## src/rtl/wb_stage.sv

```systemverilog
// MEM/WB pipeline register and writeback formatter driving the register-file write port.
// Define WB_SUBWORD_LOAD_EN to enable byte/halfword load formatting; otherwise every load is a word load.
module wb_stage #(
   parameter int DW = 32,
   parameter int AW = 5
) (
   input  logic          clk,
   input  logic          reset,
   input  logic          stall_i,
   input  logic          flush_i,
   input  logic          m_valid,
   input  logic          m_wr,
   input  logic [AW-1:0] m_waddr,
   input  logic          m_memtoreg,
   input  logic [2:0]    m_ld_type,
   input  logic [DW-1:0] m_alu_res,
   input  logic [DW-1:0] m_rdata,
   output logic          c_wr,
   output logic [AW-1:0] addr_w,
   output logic [DW-1:0] data_i,
   output logic          wb_misalign,
   output logic [31:0]   instret
);

   logic          valid;
   logic          wr;
   logic          memtoreg;
   logic          misalign;
   logic [AW-1:0] waddr;
   logic [DW-1:0] alu_res;
   logic [DW-1:0] rdata;
   logic [DW-1:0] load_data;
   logic          addr_misalign;
   logic          m_misalign;

`ifdef WB_SUBWORD_LOAD_EN
   logic [2:0]  ld_type;
   logic [1:0]  off;
   logic [7:0]  byte_sel;
   logic [15:0] half_sel;

   // Byte loads are always aligned; halfword loads only care about bit 0.
   always_comb begin
      case (m_ld_type)
         3'b001, 3'b010: addr_misalign = 1'b0;
         3'b011, 3'b100: addr_misalign = m_alu_res[0];
         default:        addr_misalign = |m_alu_res[1:0];
      endcase
   end

   assign off      = alu_res[1:0];
   assign byte_sel = rdata[{off, 3'b000} +: 8];
   assign half_sel = off[1] ? rdata[31:16] : rdata[15:0];

   always_comb begin
      case (ld_type)
         3'b001:  load_data = {{(DW-8){byte_sel[7]}}, byte_sel};
         3'b010:  load_data = {{(DW-8){1'b0}}, byte_sel};
         3'b011:  load_data = {{(DW-16){half_sel[15]}}, half_sel};
         3'b100:  load_data = {{(DW-16){1'b0}}, half_sel};
         default: load_data = rdata;
      endcase
   end
`else
   logic ld_type_unused;

   assign ld_type_unused = ^m_ld_type;
   assign addr_misalign  = |m_alu_res[1:0];
   assign load_data      = rdata;
`endif

   assign m_misalign = m_valid & m_memtoreg & addr_misalign;

   // Flush only kills valid; the remaining fields are don't-care once valid is low.
   always_ff @(posedge clk or negedge reset) begin
      if (!reset) begin
         valid    <= 1'b0;
         wr       <= 1'b0;
         memtoreg <= 1'b0;
         misalign <= 1'b0;
         waddr    <= '0;
         alu_res  <= '0;
         rdata    <= '0;
`ifdef WB_SUBWORD_LOAD_EN
         ld_type  <= 3'b000;
`endif
      end else if (flush_i) begin
         valid <= 1'b0;
      end else if (!stall_i) begin
         valid    <= m_valid;
         wr       <= m_wr;
         memtoreg <= m_memtoreg;
         misalign <= m_misalign;
         waddr    <= m_waddr;
         alu_res  <= m_alu_res;
         rdata    <= m_rdata;
`ifdef WB_SUBWORD_LOAD_EN
         ld_type  <= m_ld_type;
`endif
      end
   end

   // An instruction retires when it leaves WB, which a flush forces even under stall.
   always_ff @(posedge clk or negedge reset) begin
      if (!reset) begin
         instret <= 32'd0;
      end else if (valid && (!stall_i || flush_i)) begin
         instret <= instret + 32'd1;
      end
   end

   assign c_wr        = valid & wr & (waddr != '0) & ~misalign;
   assign addr_w      = waddr;
   assign wb_misalign = valid & misalign;
   assign data_i      = memtoreg ? load_data : alu_res;

endmodule

```

## config.mk

```make
export PLATFORM = sky130hd
export DESIGN_NAME = wb_stage
export DESIGN_NICKNAME = d
export VERILOG_FILES = /design/src/rtl/wb_stage.sv
export SDC_FILE = /design/constraint.sdc
export NUM_CORES = 1
export LEC_CHECK = 0
export CAP_MARGIN = 25
export CORE_ASPECT_RATIO = 1.75
export CORE_MARGIN = 10
export CORE_UTILIZATION = 52
export CTS_BUF_LIST = sky130_fd_sc_hd__clkbuf_8
export DETAILED_ROUTE_END_ITERATION = 6
export GPL_TIMING_DRIVEN = 1
export PLACE_DENSITY_LB_ADDON = 0.25
export SETUP_SLACK_MARGIN = 0.02
export SLEW_MARGIN = 20
export SYNTH_ARGS = -nofsm -noshare
export SYNTH_HDL_FRONTEND = slang
export SYNTH_SLANG_ARGS = --single-unit
export TNS_END_PERCENT = 1
```

## constraint.sdc

```tcl
create_clock -name clk -period 3.2 [get_ports clk]
set_clock_uncertainty 0.2 [all_clocks]
set_input_delay 0.8 -clock clk [delete_from_list [all_inputs] [get_ports clk]]
set_output_delay 0.8 -clock clk [all_outputs]
set_load 0.1 [all_outputs]
```

Word level (Yosys, flattened, before mapping). Index checks and enable logic that the tools add are counted.

Register bits: 105.

Bitwise gates (word level): 9. Multiplexer cells: 3. Reduce and logical (&&, ||, !) cells: 6. Equal/unequal tests: 1. Add/subtract/negate cells: 1.

Operator list (count): 32-bit by 1-bit adder with 32-bit output (second input constant) (1); 32-bit two-way mux (1); 1-bit bitwise AND (6); 5-bit nonzero test (1); 1-bit inverter (3); 1-bit two-way mux (2); 2-bit by 1-bit inequality test with 1-bit output (second input constant) (1); 2-bit AND reduction (1); 2-bit OR reduction (1); 1-bit logical AND (1); 1-bit zero test (1); 1-bit logical OR (1).

Depth between registers and ports, before layout.
Depth in word-level cells: 3. Gate-level depth with buffers: 6.

Least setup slack after synthesis. Ideal clock, no wire load.

Path kind: register to output. From: register waddr[0] (netlist: addr_w[0]). To: output port c_wr. Stages on the path, launching flop included: 4. Buffers on the path: 0. Setup slack: -1091 ps. Arrival: 3291 ps. Path through: dfrtp_1 or4_1 nor2_1 nor3_1.

Word-level cells in the longest chain between the ends: 3.

RTL lines: from (decl) (line 29) `logic [AW-1:0] waddr;`; from (signal assigned) (line 94) `waddr <= m_waddr;`; 5-bit nonzero test (line 112) `assign c_wr = valid & wr & (waddr != '0) & ~misalign;`; 1-bit bitwise AND (2 in series) (line 112); to (decl) (line 18) `output logic c_wr,`.

No other way between the ends.

Worst setup path after layout. Ends and elaborated chain as after synthesis.

==> summary.md <==
| Metric | Value |
|---|---|
| Status | complete, no violations |
| Actual slew at the worst max-slew pin | 0.752 ns |
| Area leader, netlist | dfrtp_1 |
| Fillers | ~560 |
| Routability congestion estimate | 0.855 |
| Pleak | 2.89 nW |
| DR WL/cell | around 20 um |
| Final layout net count | 568 |
| Required time worst endpoint | 2.20 ns |
| CTS tree | done |
| Final period utilization | 0.886 |
| Origin of the worst setup path | addr_w[0]$_DFFE_PN0P_ |
| Flop2flop setup slack | 1.21 ns |
| Grt ovf | 0 |
| Post-synth EDFFs | 0 |
| Critical Path AT | around 1.8 ns |
| I/O pin cnt | 150 |
| Cell Int Power | 2.51 mW |
| Fin util | 0.768 |
| Yosys top cell area share | 0.561 |
| Setup Total Neg Slack | 0 ns |
| Die width | about 92 um |
| Fin. Hold Viols | 0 |
| Min-Delay Path Class | in -> async |
| Cell Area, Synth | 4690 um2 |
| Vias | between 3000 and 4000 |
| Unrepaired setup endpoints after global routing | false |
| Reg-to-reg startpoint | instret[4]$_DFFE_PN0P_ |
| Psw | 1.84 mW |
| Avg Cell Area, Syn | 13.8 um2 |
| Achievable Freq | 353 MHz |
| Top_reg_cell synth | dfrtp_1 |
| DRC Markers | 0 |
| Period minus WS final | roughly 2.8 ns |
| CP max-delay cell | or4_1 |
| Post-CTS setup buffers | 0 |
| Initial antenna violation count | 0 |
| Netlist cell types | 35 |
| Port Buffers | between 100 and 150 |
| Pwr Density | around 650 nW/um2 |
| Yosys warnings | 0 |
| Top cells by area, synth | dfrtp_1 (56%), mux2_2 (25%), xnor2_1 (3.7%) |
| Num CTS Buffers | 9 |
| #FFs+latches synth | about 110 |
| Later-pin clock latency in the skew report | 0.38 ns |
| Worst path cell trace | or4_1, nor2_1, nor3_4, buf_4 |
| Max Slew Vio Count | 0 |
| Resize count post-CTS | 0 |
| Total GRT Usage | 0.182 |
| Core Region | 8730 um2 |
| Startpoint types | flop |
| Clk root buf | clkbuf_8 |
| H-Tree Level Count | 3 |
| Longest Clk Path Bufs | 2 |
| Vias in the first global route | 3627 |
| Reg2Reg Depth | 4 |
| 1st-iter DRT viols | 121 |
| Antenna cells | 0 |
| Critical Path Sink | c_wr |
| Via/cell ratio | 5.31 |
| Post-Synthesis Cells | 340 |
| Post-synthesis sequential area ratio | 0.561 |
| Ys async rst share | 1.00 |
| Wirelength, routed | 12000 um |
| Peak VDD IR | between 0.0004 and 0.0005 V |
| Area Overhead vs Synth | 43.0% |
| Max_slew headroom | 0.499 |
| Die area | 13400 um2 |
| Crit path max fanout | 3 |
| Clk sinks | 105 |
| Count leader, synth | dfrtp_1 |
| Share of layout cells above drive strength 1 | 0.424 |
| Clock power share | 0.177 |
| Max-cap violations | 0 |
| Crit. End Element | primary output |
| Largest net degree at the start of global routing | just over 50 |
| First-pass GRT wire length | ~19000 um |
| Setup CP Type | reg -> out |
| Switch share | 0.423 |
| Comb pwr share | 0.455 |
| Syn_nets | 420 |
| R2R Path End | instret[22]$_DFFE_PN0P_ |
| Die Y | around 150 um |
| Most common library cells after synthesis | dfrtp_1 (105), mux2_2 (104), xnor2_1 (20) |
| Final Setup Violations | 0 |
| Hold buffers post-CTS | 0 |
| Post-detail-place hpwl | 9290 um |
| ANT nets after route | 0 |
| Max incr delay on CP | 0.52 ns |
| Seq pwr share | 0.369 |
| Initial Util | 0.537 |
| Row cnt | 45 |
| First drt pass iteration count | 5 |
| Reg clk slew, reported paths | 0.10 ns |
[cell usage in the layout, fill, tap and decap left out, types with 2 or more instances in the layout]
cell type        count
dfrtp_1            105
mux2_2             104
clkdlybuf4s50_1     74
buf_4               43
buf_12              34
xnor2_1             20
nand2_1             15
nand4_1             11
xor2_1              11
clkbuf_8            10
nand3_1              9
nor2_1               7
nor4_1               6
nor3_1               4
clkinvlp_4           4
inv_1                3
and4_1               3
and3_1               3
and2_1               2
and2_2               2
and3_2               2
nand2b_1             2
[flip-flops by register name, indices dropped and copies added (netlist names)]
| register | flops |
|---|---|
| memtoreg | 1 |
| misalign | 1 |
| alu_res | 32 |
| wr | 1 |
| addr_w | 5 |
| load_data | 32 |
| instret | 32 |
| valid | 1 |
[power by group through the flow]
stage	registers [mW]	clock network [mW]	logic, mW
finish	1.60	0.767	1.98
global route	1.63	0.846	2.04
CTS	1.61	0.790	1.99
detailed placement	1.63	0	1.99
global placement	1.62	0	1.96
floorplan	1.87	0	1.02
[cell families (layout without fill, tap and decap cells)]
kind of cell               after synthesis  count (layout)  share of synthesized area
xor gates and xnor gates                31              31                     0.0579
AOI/OAI and AO/OA                        2               2                    0.00294
muxes                                  105             105                      0.252
buffers and inverters                   17             170                     0.0190
and+or+nand+nor                         79              79                      0.105
DFF                                    105             105                      0.561
adders and majority gates                1               1                    0.00267
[critical path: cells and delay by family, from the launching register on]
family,cells,cell delay [ns]
and+or+nand+nor,3,0.82
buffers and inverters,1,0.24
DFF,1,0.41
[worst min-delay path by stage]
stage                        startpoint                        to  cells after the start
2_1_floorplan  load_data[0]$_DFFE_PN0P_  load_data[0]$_DFFE_PN0P_                      1
3_3_place_gp    instret[31]$_DFFE_PN0P_   instret[31]$_DFFE_PN0P_                      1
3_5_place_dp    instret[31]$_DFFE_PN0P_   instret[31]$_DFFE_PN0P_                      1
4_1_cts                           reset    instret[5]$_DFFE_PN0P_                      1
5_1_grt                           reset    instret[5]$_DFFE_PN0P_                      1
6_report                          reset    instret[5]$_DFFE_PN0P_                      1
[per-stage QoR]
stage          total power [mW]  worst slack, ns  hold WS [ns]  std cells  cell area (um2)
2_1_floorplan              2.90            0.171         0.275        340             4700
3_3_place_gp               3.58            0.434         0.263        594             6520
3_5_place_dp               3.62            0.395         0.273        594             6520
4_1_cts                    4.39            0.321         0.215        610             6700
5_1_grt                    4.52            0.294         0.219        610             6700
6_report                   4.35            0.364         0.212        610             6700
[routing by layer]
metal | GRT usage | share of wire
met1 | 0.176 | 0.34
met2 | 0.328 | 0.56
met3 | 0.0877 | 0.092
met4 | 0.0535 | 0.013
met5 | 0 | 0
[layout make-up]
cell class | instances | area [um2] | area share
clock inverters | 6 | 43.8 | 0.00654
multi-input cells | 218 | 1990 | 0.297
well taps | 117 | 146 | 0.0218
inverters | 3 | 11.3 | 0.00168
repair buffers | 151 | 1740 | 0.260
flip-flops and latches | 105 | 2630 | 0.392
clock buffers | 10 | 138 | 0.0205
Note: power is estimated with default switching activity, not from simulation.
